### config.mk
export PLATFORM = sky130hd
export DESIGN_NAME = vu_bar_ctrl_flat
export DESIGN_NICKNAME = d
export VERILOG_FILES = /design/src/rtl/vu_bar_ctrl_if.sv /design/src/rtl/vu_bar_ctrl.sv /design/src/flat_wrapper.sv
export SDC_FILE = /design/constraint.sdc
export NUM_CORES = 1
export LEC_CHECK = 0
export ABC_AREA = 1
export BUFFER_PORTS_ARGS = -buffer_cell sky130_fd_sc_hd__buf_2
export CAP_MARGIN = 20
export CORE_UTILIZATION = 30
export CTS_CLUSTER_SIZE = 24
export DETAILED_ROUTE_END_ITERATION = 10
export GPL_TIMING_DRIVEN = 0
export PLACE_DENSITY = 0.53
export SLEW_MARGIN = 20
export SYNTH_ARGS = -nofsm -noshare
export SYNTH_HDL_FRONTEND = slang
export SYNTH_SLANG_ARGS = --single-unit
export TNS_END_PERCENT = 10
### constraint.sdc
create_clock -name pixel_clock -period 2.2 [get_ports pixel_clock]
set_clock_uncertainty 0.1 [all_clocks]
set_input_delay 0.44 -clock pixel_clock [delete_from_list [all_inputs] [get_ports pixel_clock]]
set_output_delay 0.44 -clock pixel_clock [all_outputs]
set_load 0.02 [all_outputs]
### src/rtl/vu_bar_ctrl_if.sv
// ---------------------------------------------------------------------------
// vu_bar_ctrl_if
// Level-sample handshake between an audio level source and the VU-meter bar
// controller.
//   level_in    : sample level, 0..2^LW-1 segments
//   level_ch    : target channel of the sample (0 or 1)
//   level_valid : source offers a sample
//   level_ready : controller accepts when level_valid & level_ready
// The master modport is the level source, the slave modport the controller.
// ---------------------------------------------------------------------------
interface vu_bar_ctrl_if #(
    parameter int LW = 4
);
    logic [LW-1:0] level_in;
    logic          level_ch;
    logic          level_valid;
    logic          level_ready;

    modport master (
        output level_in,
        output level_ch,
        output level_valid,
        input  level_ready
    );

    modport slave (
        input  level_in,
        input  level_ch,
        input  level_valid,
        output level_ready
    );
endinterface

### src/rtl/vu_bar_ctrl.sv
// ---------------------------------------------------------------------------
// vu_bar_ctrl
// Two-channel VU-meter bar renderer for the vga timing generator. Level
// samples arrive on a valid/ready handshake and land in shadow registers.
// On each frame_start both channels are committed to the active registers
// together, so a bar never changes in the middle of a frame. Each channel
// also keeps a peak-hold marker that is held for HOLD_FRAMES frames and then
// decays one segment per frame towards the current level.
//
// Ports
//   pixel_clock : pixel clock, all logic on the rising edge
//   reset       : asynchronous active-low reset (0 = reset)
//   lvl         : level handshake (level_in, level_ch, level_valid, level_ready)
//   frame_start : one-cycle pulse at the first pixel of vertical blanking
//   video_on    : high inside the addressable area
//   h_count     : current pixel column
//   v_count     : current line
//   red/green/blue : registered pixel colour, one cycle after the counters
// ---------------------------------------------------------------------------
module vu_bar_ctrl #(
    parameter int CW          = 10,
    parameter int LW          = 4,
    parameter int SEG_SHIFT   = 5,
    parameter int BAR_H       = 64,
    parameter int BAR0_Y      = 100,
    parameter int BAR1_Y      = 300,
    parameter int GREEN_SEGS  = 10,
    parameter int RED_START   = 13,
    parameter int HOLD_FRAMES = 30
) (
    input  logic                pixel_clock,
    input  logic                reset,
    vu_bar_ctrl_if.slave        lvl,
    input  logic                frame_start,
    input  logic                video_on,
    input  logic [CW-1:0]       h_count,
    input  logic [CW-1:0]       v_count,
    output logic [2:0]          red,
    output logic [2:0]          green,
    output logic [1:0]          blue
);
    localparam int HW = $clog2(HOLD_FRAMES + 1);

    // Render comparisons are done on 32-bit values so that neither the
    // segment index nor the bar row limits are ever truncated.
    localparam logic [31:0] NSEG    = 32'(1 << LW);
    localparam logic [31:0] ROW0_LO = 32'(BAR0_Y);
    localparam logic [31:0] ROW0_HI = 32'(BAR0_Y + BAR_H);
    localparam logic [31:0] ROW1_LO = 32'(BAR1_Y);
    localparam logic [31:0] ROW1_HI = 32'(BAR1_Y + BAR_H);
    localparam logic [31:0] GSEGS   = 32'(GREEN_SEGS);
    localparam logic [31:0] RSTART  = 32'(RED_START);

    localparam logic [7:0] COL_BLACK  = 8'b000_000_00;
    localparam logic [7:0] COL_GREEN  = 8'b000_111_00;
    localparam logic [7:0] COL_YELLOW = 8'b111_111_00;
    localparam logic [7:0] COL_RED    = 8'b111_000_00;
    localparam logic [7:0] COL_WHITE  = 8'b111_111_11;
    localparam logic [7:0] COL_DIM    = 8'b000_001_00;

    logic                   readyEn_q;
    logic [1:0][LW-1:0]     shadow_q, shadow_d;
    logic [1:0][LW-1:0]     active_q, active_d;
    logic [1:0][LW-1:0]     peak_q,   peak_d;
    logic [1:0][HW-1:0]     hold_q,   hold_d;
    logic [7:0]             colour_q, colour_d;

    logic                   accept;
    logic                   row0, row1;
    logic [31:0]            vExt, segExt;
    logic [LW-1:0]          selActive, selPeak;

    // readyEn_q keeps level_ready low while in reset and rises on the first
    // clock after release; the commit cycle always blocks a handshake.
    assign lvl.level_ready = readyEn_q & ~frame_start;
    assign accept          = lvl.level_valid & lvl.level_ready;

    // Next-state for the level registers: accepts write the shadow, and a
    // frame_start commits both channels and steps the peak-hold logic.
    // Accept and commit never coincide because ready is low at commit.
    always_comb begin
        shadow_d = shadow_q;
        active_d = active_q;
        peak_d   = peak_q;
        hold_d   = hold_q;
        if (accept) begin
            shadow_d[lvl.level_ch] = lvl.level_in;
        end
        if (frame_start) begin
            for (int c = 0; c < 2; c++) begin
                active_d[c] = shadow_q[c];
                if (shadow_q[c] >= peak_q[c]) begin
                    peak_d[c] = shadow_q[c];
                    hold_d[c] = HW'(HOLD_FRAMES);
                end else if (hold_q[c] != '0) begin
                    hold_d[c] = hold_q[c] - HW'(1);
                end else begin
                    // peak > level here, so one step down never passes it
                    peak_d[c] = peak_q[c] - LW'(1);
                end
            end
        end
    end

    assign vExt   = 32'(v_count);
    assign segExt = 32'(h_count >> SEG_SHIFT);
    assign row0   = (vExt >= ROW0_LO) && (vExt < ROW0_HI);
    assign row1   = (vExt >= ROW1_LO) && (vExt < ROW1_HI);
    assign selActive = row0 ? active_q[0] : active_q[1];
    assign selPeak   = row0 ? peak_q[0]   : peak_q[1];

    // Pixel colour for the current counters; the peak marker wins over the
    // bar, and anything right of the last possible segment stays black.
    always_comb begin
        colour_d = COL_BLACK;
        if (video_on && (row0 || row1)) begin
            if (segExt >= NSEG) begin
                colour_d = COL_BLACK;
            end else if ((selPeak != '0) && (segExt == (32'(selPeak) - 32'd1))) begin
                colour_d = COL_WHITE;
            end else if (segExt < 32'(selActive)) begin
                if (segExt < GSEGS) begin
                    colour_d = COL_GREEN;
                end else if (segExt < RSTART) begin
                    colour_d = COL_YELLOW;
                end else begin
                    colour_d = COL_RED;
                end
            end else begin
                colour_d = COL_DIM;
            end
        end
    end

    // State and colour registers; reset blanks the screen immediately.
    always_ff @(posedge pixel_clock or negedge reset) begin
        if (!reset) begin
            readyEn_q <= 1'b0;
            shadow_q  <= '0;
            active_q  <= '0;
            peak_q    <= '0;
            hold_q    <= '0;
            colour_q  <= '0;
        end else begin
            readyEn_q <= 1'b1;
            shadow_q  <= shadow_d;
            active_q  <= active_d;
            peak_q    <= peak_d;
            hold_q    <= hold_d;
            colour_q  <= colour_d;
        end
    end

    assign red   = colour_q[7:5];
    assign green = colour_q[4:2];
    assign blue  = colour_q[1:0];
endmodule

### src/flat_wrapper.sv
// flat-port wrapper written by rule: the top's interface ports become plain ports
module vu_bar_ctrl_flat 
#(
    parameter int CW          = 10,
    parameter int LW          = 4,
    parameter int SEG_SHIFT   = 5,
    parameter int BAR_H       = 64,
    parameter int BAR0_Y      = 100,
    parameter int BAR1_Y      = 300,
    parameter int GREEN_SEGS  = 10,
    parameter int RED_START   = 13,
    parameter int HOLD_FRAMES = 30
)
  (pixel_clock, reset, frame_start, video_on, h_count, v_count, red, green, blue, lvl_level_in, lvl_level_ch, lvl_level_valid, lvl_level_ready);
  vu_bar_ctrl_if #(.LW(LW)) lvl_i ();
  input  logic pixel_clock;
  input  logic reset;
  input  logic frame_start;
  input  logic video_on;
  input  logic [CW-1:0] h_count;
  input  logic [CW-1:0] v_count;
  output logic [2:0] red;
  output logic [2:0] green;
  output logic [1:0] blue;
  input wire logic [$bits(lvl_i.level_in)-1:0] lvl_level_in;
  input wire logic [$bits(lvl_i.level_ch)-1:0] lvl_level_ch;
  input wire logic [$bits(lvl_i.level_valid)-1:0] lvl_level_valid;
  output wire logic [$bits(lvl_i.level_ready)-1:0] lvl_level_ready;
  assign lvl_i.level_in = lvl_level_in;
  assign lvl_i.level_ch = lvl_level_ch;
  assign lvl_i.level_valid = lvl_level_valid;
  assign lvl_level_ready = lvl_i.level_ready;
  vu_bar_ctrl #(.CW(CW), .LW(LW), .SEG_SHIFT(SEG_SHIFT), .BAR_H(BAR_H), .BAR0_Y(BAR0_Y), .BAR1_Y(BAR1_Y), .GREEN_SEGS(GREEN_SEGS), .RED_START(RED_START), .HOLD_FRAMES(HOLD_FRAMES)) u_core (.pixel_clock(pixel_clock), .reset(reset), .lvl(lvl_i), .frame_start(frame_start), .video_on(video_on), .h_count(h_count), .v_count(v_count), .red(red), .green(green), .blue(blue));
endmodule
==> results.cfg, run 1 <==
[clocking]
clockRootBuffer = clkbuf_8
postCtsHoldBufs = 0
cts_inserted_buffers = 5
clkSinkCount = 39
cts_tree = built
path_clk_slew_ns = 0.08
h-tree-depth = 2
clk_latency_ns = 0.29
cts_buffer_depth = 2

[global_routing]
antenna_found_initial = 0
grt_remaining_overflow = 0
grt_max_degree = 40
first_global_vias = 1956
track_usage = 0.137
grt_pass1_wl_um = 9180

[setup_path]
slowest_stage = a211oi_2
critPathMaxStageDelay_ns = 0.25
rr_worst_depth = 11
r2r-start = u_core.shadow_q[1]
cp_cell_sequence = buf_6 > inv_2 > or2_4 > nand2_4 > nand3_4 > buf_8 > o21ai_4 > ha_4 > a21o_1 > a211oi_2 > nand2_1 > nor2_1 > a21oi_1
critical_path_class = primary input to flip-flop
crit_fanout = 7
worst_setup_path_start_kind = primary input
path_buf_inv = 3
crit_family = compound AO/OA/AOI/OAI gates
end_kind = flip-flop
critPathArrivalTime_ns = 2.26
worst_r2r_endpoint = u_core.hold_q[4]
required_ns = 2.28
r2r_setup_slack_ns = 0.16

[layout]
final_common_cell = nand2_1
area_delta_synth_final_pct = 24.4
final_cells = 457
n_antenna_cell = 0
layout-drive-gt1-share = 0.242
most-common-layout-cells = nand2_1 (64), dfrtp_1 (39), inv_1 (35)
final_nets = 402

[placement]
place_inst = 440
place_congestion = 0.818
hpwl_um = 4050
pre_cts_slack_ns = -0.430
port_buffers = 31

[route]
drt_iter0_markers = 97
drc = 0
dr.pass1.iters = 4
drt-wirelength-per-cell_um = 11.9
vias_per_cell = 4.65
ant_nets = 0
vias = 2123
routed_wl_um = 5440

[timing]
period_share = 0.990
fin_crit_ns = 2.18
setup_ws_ns = 0.0215
worstMarginPinSlew_ns = 0.914
slew_violations = 0
clock.fmax_mhz = 459
finalSetupViolations = 0
finalSetupTns_ns = 0
rsz0062_at_grt = yes
hold_viol = 0
slew_headroom = 0.391

[synth]
synth.distinct_cells = 34
synth-seq-cells = 39
avgSynthCellArea_um2 = 7.99
ys_async_sr_fraction = 1.00
ys_warn_count = 0
synth_cells = 307
synth_area_um2 = 2450
synth_edf_count = 0
synth_ff_type = dfrtp_1
synth_seq_area_share = 0.398
synth_nets = 355

[hold_path]
min_path_type = primary input to asynchronous set/reset pin

[flow_run]
maxCapViolCount = 0

[pwr]
ir_drop_mv = 0.289
power_density_nw_per_um2 = 1120
total_leakage_power_nw = 1.53

[die]
die-width_um = 92.4
rows = 32
num_io_pins = 39
die_y_um = 92.4
core_um2 = 7810
die-area_um2 = 8540
start_util = 0.314

[run_status]
status = completed
==> synth_stat cells (2+ instances only) <==
cell type  count  share of area
nand2_1       71           0.11
mux2_2         2         0.0092
o211ai_1      11          0.034
ha_1          18          0.092
nand4_1       11          0.028
a31oi_1        2         0.0051
nor3b_1        2         0.0061
nand2_4        2         0.0092
buf_4          4          0.012
clkbuf_1       2         0.0031
xnor2_1        2         0.0071
o21ai_0       30          0.061
dfrtp_1       39           0.40
nand3_2        3          0.012
nor2_1        21          0.032
a21oi_1        7          0.014
xor2_1         3          0.011
nand3b_1       4          0.012
inv_1         39          0.060
nand3_1       20          0.041
==> area by class of cell <==
cell class / count / area, µm²
fillers: 832 / 4750
multi-input cells: 221 / 1380
plain buffers: 7 / 52.6
inverters: 40 / 154
clock inverters: 2 / 60.1
well taps: 102 / 128
flip-flops and latches: 39 / 976
clock buffers: 6 / 72.6
repair buffers: 40 / 235
==> worst max-delay path by stage <==
stage | from | end | slack, ns | cells past startpoint
finish | v_count[7] | u_core.colour_q[2] | 0.02 | 13
CTS | v_count[6] | u_core.colour_q[2] | -0.006 | 13
floorplan | v_count[7] | u_core.colour_q[2] | -0.04 | 13
detailed placement | v_count[4] | u_core.colour_q[6] | -0.43 | 12
global placement | v_count[4] | u_core.colour_q[6] | -0.41 | 12
global route | v_count[7] | u_core.colour_q[2] | -0.09 | 13
==> sequential cells by signal, indices dropped and copies added (netlist names) <==
signal            cells
u_core.active_q       8
u_core.colour_q       4
u_core.hold_q        10
u_core.peak_q         8
u_core.readyEn_q      1
u_core.shadow_q       8
==> metrics by stage <==
| stage | hold WS [ns] | total power, mW | cell area, µm² | utilization |
|---|---|---|---|---|
| 2_1_floorplan | 0.0444 | 2.15 | 2460 | - |
| 3_3_place_gp | 0.393 | 2.47 | 2740 | 0.351 |
| 3_5_place_dp | 0.397 | 2.52 | 2740 | 0.351 |
| 4_1_cts | 0.219 | 3.25 | 2900 | 0.372 |
| 5_1_grt | 0.247 | 3.73 | 3050 | 0.391 |
| 6_report | 0.164 | 3.41 | 3050 | 0.391 |
==> timing repair <==
action,4_1_cts,5_1_grt
pin swaps,5,11
setup endpoints to repair,3,16
buffers inserted,1,8
resized for setup,7,23
endpoints found under the hold margin,0,0
==> routing by layer <==
layer  global-route usage  share of wire  vias up  wire (µm)
li1                     -              -     1114          -
met1                0.186           0.51      968       2800
met2                0.218           0.44       36       2380
met3               0.0287          0.035        5        189
met4               0.0391          0.014        0         74
met5                    0              0        -          0
==> cells by family (layout without fill, tap and decap cells) <==
group / count (synthesis) / after routing / synth area share
compound gates: 53 / 53 / 0.124
xor+xnor: 5 / 5 / 0.0179
simple gates: 142 / 142 / 0.277
fa+ha+maj: 18 / 18 / 0.0918
mux: 2 / 2 / 0.00918
flops: 39 / 39 / 0.398
buf+inv: 47 / 95 / 0.0811
other cells: 1 / 1 / 0.00153
==> power breakdown <==
part           leakage (nW)  switching (mW)  internal, mW
Sequential            0.471           0.150         0.917
Combinational         0.998           0.977         0.652
Clock                0.0654           0.264         0.454
Total                  1.53            1.39          2.02
Power figures use the tool's default switching activity.
==> run 2, diff against run 1 <==
--- a/config.mk
+++ b/config.mk
@@ -8,6 +8,7 @@
 export ABC_AREA = 1
 export BUFFER_PORTS_ARGS = -buffer_cell sky130_fd_sc_hd__buf_2
 export CAP_MARGIN = 20
+export CORE_MARGIN = 2
 export CORE_UTILIZATION = 30
 export CTS_CLUSTER_SIZE = 24
 export DETAILED_ROUTE_END_ITERATION = 10
==> results.cfg, run 2 (same netlist as run 1, synthesis figures left out) <==
[setup_path]
cp_cell_sequence = buf_2 > or2_4 > nand2_4 > nand3_4 > buf_8 > nand2_1 > o21ai_2 > ha_1 > a21o_1 > a211oi_2 > nand2_1 > nor2_2 > a21oi_2
path_buf_inv = 2
path_common_cell = nand2_1
critPathMaxStageDelay_ns = 0.29
slowest_stage = ha_1
required_ns = 2.28
critical_path_class = primary input to flip-flop
critPathArrivalTime_ns = 2.26
crit_fanout = 7
end_kind = flip-flop
r2r_setup_slack_ns = 0.13
crit_family = simple AND/OR/NAND/NOR gates
worst_setup_path_start_kind = primary input

[route]
dr.pass1.iters = 4
ant_nets = 0
vias = 2153
drt-wirelength-per-cell_um = 11.7
drt_iter0_markers = 78
vias_per_cell = 4.69
drc = 0
routed_wl_um = 5350

[die]
num_io_pins = 39
rows = 32
die-area_um2 = 8920
die_y_um = 94.4
start_util = 0.314
die-width_um = 94.4
core_um2 = 7810

[layout]
largest_reg_flops = 10
n_antenna_cell = 0
final_nets = 404
fin_area_um2 = 3000
area_delta_synth_final_pct = 22.1
layout-drive-gt1-share = 0.249
final_common_cell = nand2_1
most-common-layout-cells = nand2_1 (64), dfrtp_1 (38), inv_1 (37)
top_register = u_core.hold_q

[placement]
placed_cell_area_um2 = 2740
hpwl_um = 4010
place_congestion = 0.808
port_buffers = 31
pre_cts_slack_ns = -0.488

[timing]
hold_viol = 0
slew_violations = 0
clock.fmax_mhz = 459
fin_crit_ns = 2.18
slew_headroom = 0.411
worstMarginPinSlew_ns = 0.884
finalSetupViolations = 0
rsz0062_at_grt = yes
period_share = 0.991
setup_ws_ns = 0.0192

[pwr]
power_frac_seq = 0.334
comb_power_share = 0.514
ir_drop_mv = 0.322
p_clk_frac = 0.151
total_leakage_power_nw = 1.51
p_int_mw = 1.79
power_density_nw_per_um2 = 1060
netSwitchingFraction = 0.436
power.switching_mw = 1.39

[clocking]
cts_tree = built
clkSinkCount = 39
cts_buffer_depth = 2
clk_latency_ns = 0.29
h-tree-depth = 2
cts_inserted_buffers = 5
clockRootBuffer = clkbuf_8
path_clk_slew_ns = 0.08
postCtsHoldBufs = 0

[global_routing]
use_met3 = 0.0255
first_global_vias = 2028
track_usage = 0.129
grt_use_met2 = 0.202
grt_use_met1 = 0.182
antenna_found_initial = 0
grt_max_degree = 40
grt-busiest-layer = met2
grt_pass1_wl_um = 9230
grt_remaining_overflow = 0

[hold_path]
min_path_type = primary input to asynchronous set/reset pin

[flow_run]
maxCapViolCount = 0

[run_status]
status = completed
## run 2: cell count changes in the layout (fill, tap and decap cells not counted), moves of 2 or more
cell	before	now
nand2_2	6	8
buf_2	29	31
bufinv_16	2	0
inv_1	35	37
nand2_4	4	2
inv_2	4	1
clkinvlp_4	1	3
## run 2: final cells by class
cell class                 instances  area [µm²]
clock buffer                       5        68.8
inverter                          40         156
multi-input combinational        221        1350
buffer                             7        52.6
fill                             826        4810
tap                              102         128
sequential                        39         977
clock inverter                     3        20.0
timing repair buffer              42         241
## run 2: worst reg2reg max path, delay by kind of cell, from the launching register on
family	cells	cell delay [ns]
AO/OA/AOI/OAI	1	0.18
buffers and inverters	3	0.27
adder cells (fa/ha/maj)	1	0.30
flip-flops	1	0.45
AND/OR/NAND/NOR	6	0.65
## run 2: worst paths after layout
kind	start	endpoint	depth (start not counted)
max in group asynchronous	reset	u_core.shadow_q[1]	1
worst max-delay path	v_count[6]	u_core.colour_q[2]	13
worst max register to register	u_core.shadow_q[1]	u_core.hold_q[3]	11
worst min register to register	u_core.hold_q[4]	u_core.hold_q[4]	2
min in group pixel_clock	video_on	u_core.colour_q[1]	3
worst min-delay path	reset	u_core.hold_q[1]	1
## run 2: power groups by stage
stage	sequential, mW	combinational [mW]	clock, mW
after floorplan	1.03	1.12	0
after global placement	1.07	1.39	0
after detailed placement	1.07	1.43	0
after CTS	1.06	1.45	0.498
after global routing	1.10	1.90	0.532
final	1.06	1.64	0.482
## run 2: per-layer routing
metal | vias up | part of all wire
li1 | 1117 | -
met1 | 989 | 0.50
met2 | 42 | 0.45
met3 | 5 | 0.042
met4 | 0 | 0.012
met5 | - | 0
## run 2: timing repair
| item | in CTS | in global routing |
|---|---|---|
| pin swaps | 6 | 11 |
| endpoints found under the hold margin | 0 | 0 |
| resized for setup | 7 | 20 |
| gates cloned | 0 | 0 |
| buffers inserted | 5 | 6 |
| endpoints found under the setup margin | 3 | 16 |
## run 2: per-stage QoR
stage               total power, mW  hold slack, ns  cells  utilization  TNS [ns]
floorplan                      2.15          0.0444    307            -   -0.0664
global placement               2.46           0.392    440        0.351     -1.31
detailed placement             2.51           0.391    440        0.351     -1.51
CTS                            3.01           0.214    453        0.370         0
global route                   3.53           0.248    459        0.384    -0.156
finish                         3.18           0.169    459        0.384         0
==> run 3, diff against run 2 <==
--- a/config.mk
+++ b/config.mk
@@ -13,7 +13,7 @@
 export CTS_CLUSTER_SIZE = 24
 export DETAILED_ROUTE_END_ITERATION = 10
 export GPL_TIMING_DRIVEN = 0
-export PLACE_DENSITY = 0.53
+export PLACE_DENSITY = 0.51
 export SLEW_MARGIN = 20
 export SYNTH_ARGS = -nofsm -noshare
 export SYNTH_HDL_FRONTEND = slang
==> results.cfg, run 3 (same netlist as run 1, synthesis figures left out) <==
[pwr]
power_density_nw_per_um2 = 1080
power_frac_seq = 0.325
p_clk_frac = 0.188
power.switching_mw = 1.37
p_int_mw = 1.93
netSwitchingFraction = 0.415
total_leakage_power_nw = 1.54
ir_drop_mv = 0.310
comb_power_share = 0.487

[timing]
hold_viol = 0
setup_ws_ns = 0.0464
finalSetupViolations = 0
slew_headroom = 0.406
slew_violations = 0
whs_ns = 0.169
clock.fmax_mhz = 464
worstMarginPinSlew_ns = 0.890
period_share = 0.979
fin_crit_ns = 2.15
rsz0062_at_grt = yes

[clocking]
clk_latency_ns = 0.29
clockRootBuffer = clkbuf_8
clkSinkCount = 39
h-tree-depth = 2
cts_inserted_buffers = 5
cts_tree = built
cts_buffer_depth = 2
path_clk_slew_ns = 0.07

[route]
ant_nets = 0
vias = 2106
routed_wl_um = 5260
drt_iter0_markers = 104
drc = 0
dr.pass1.iters = 4
vias_per_cell = 4.59
drt-wirelength-per-cell_um = 11.5

[layout]
largest_reg_flops = 10
top_register = u_core.hold_q
final_common_cell = nand2_1
n_antenna_cell = 0
layout-drive-gt1-share = 0.252
post-route-util = 0.390
fin_area_um2 = 3050
most-common-layout-cells = nand2_1 (64), dfrtp_1 (38), inv_1 (35)
final_nets = 404
area_delta_synth_final_pct = 24.1

[setup_path]
worst_setup_path_start_kind = primary input
critPathArrivalTime_ns = 2.24
critical_path_class = primary input to flip-flop
end_kind = flip-flop
required_ns = 2.28
crit_fanout = 7

[placement]
pre_cts_slack_ns = -0.421
place_congestion = 0.768
placed_cell_area_um2 = 2740
hpwl_um = 3950
port_buffers = 31

[global_routing]
grt_max_degree = 40
first_global_vias = 1973
grt_pass1_wl_um = 9070
track_usage = 0.128
grt_remaining_overflow = 0
antenna_found_initial = 0

[die]
rows = 32
start_util = 0.314
core_um2 = 7810
die_y_um = 94.4
die-width_um = 94.4
die-area_um2 = 8920
num_io_pins = 39

[run_status]
status = completed

[hold_path]
min_path_type = primary input to asynchronous set/reset pin

[flow_run]
maxCapViolCount = 0
==> run 3: changes by cell type in the layout (fill, tap and decap cells not counted) <==
cell and delta:
bufinv_16 +1, clkbuf_8 +1, nand2_2 -3, buf_6 +1, nand2_4 +3, nor2_1 +1, buf_2 -2, inv_2 +2
buf_4 +1, clkinvlp_4 -2, inv_1 -2, nor2_2 -1
==> run 3: stage by stage <==
stage	power, mW	instances	TNS (ns)
floorplan	2.15	307	-0.0664
global placement	2.48	440	-1.23
detailed placement	2.49	440	-1.36
CTS	3.14	449	0
global route	3.66	459	-0.116
finish	3.30	459	0
==> run 3: power by group through the flow <==
stage | Sequential [mW] | Combinational [mW] | Clock [mW]
floorplan | 1.03 | 1.12 | 0
global placement | 1.08 | 1.40 | 0
detailed placement | 1.08 | 1.42 | 0
CTS | 1.07 | 1.43 | 0.638
global route | 1.10 | 1.90 | 0.666
finish | 1.07 | 1.60 | 0.620
==> run 3: worst paths after layout <==
path / slack, ns / cells past startpoint / from / end
min reg2reg: 0.41 / 2 / u_core.hold_q[7] / u_core.hold_q[7]
max in group asynchronous: 1.22 / 1 / reset / u_core.shadow_q[1]
min in group pixel_clock: 0.31 / 3 / video_on / u_core.colour_q[1]
max: 0.05 / 14 / v_count[7] / u_core.colour_q[2]
max reg2reg: 0.17 / 11 / u_core.shadow_q[1] / u_core.hold_q[4]
min: 0.17 / 1 / reset / u_core.hold_q[1]
==> run 3: cell type report <==
cell class,count,area (µm²)
multi-input combinational,221,1360
timing repair buffer,42,250
sequential,39,977
clock buffer,6,82.6
tap,102,128
clock inverter,2,35.0
inverter,40,156
fill,824,4760
buffer,7,52.6
==> run 3: per-layer routing <==
metal  vias to the layer above  GRT usage  wire length (µm)
li1                       1117          -                 -
met1                       945      0.182              2760
met2                        38      0.194              2170
met3                         6     0.0271               239
met4                         0     0.0435                83
met5                         -          0                 0
==> run 3: critical path, cell delays in order <==
cell and delay [ns]:
buf_6 0.07, inv_2 0.03, or2_4 0.25, nand2_4 0.10, nand3_4 0.07, buf_8 0.14
nand2_4 0.05, o21ai_2 0.05, ha_1 0.30, a21o_1 0.19, a211oi_2 0.25, nand2_1 0.08
nor2_1 0.14, a21oi_2 0.06
==> run 3: timing repair <==
action / 4_1_cts / 5_1_grt
setup endpoints to repair: 3 / 16
resized for setup: 7 / 26
setup buffers: 1 / 10
pin swaps: 3 / 15
hold buffers: 0 / 0
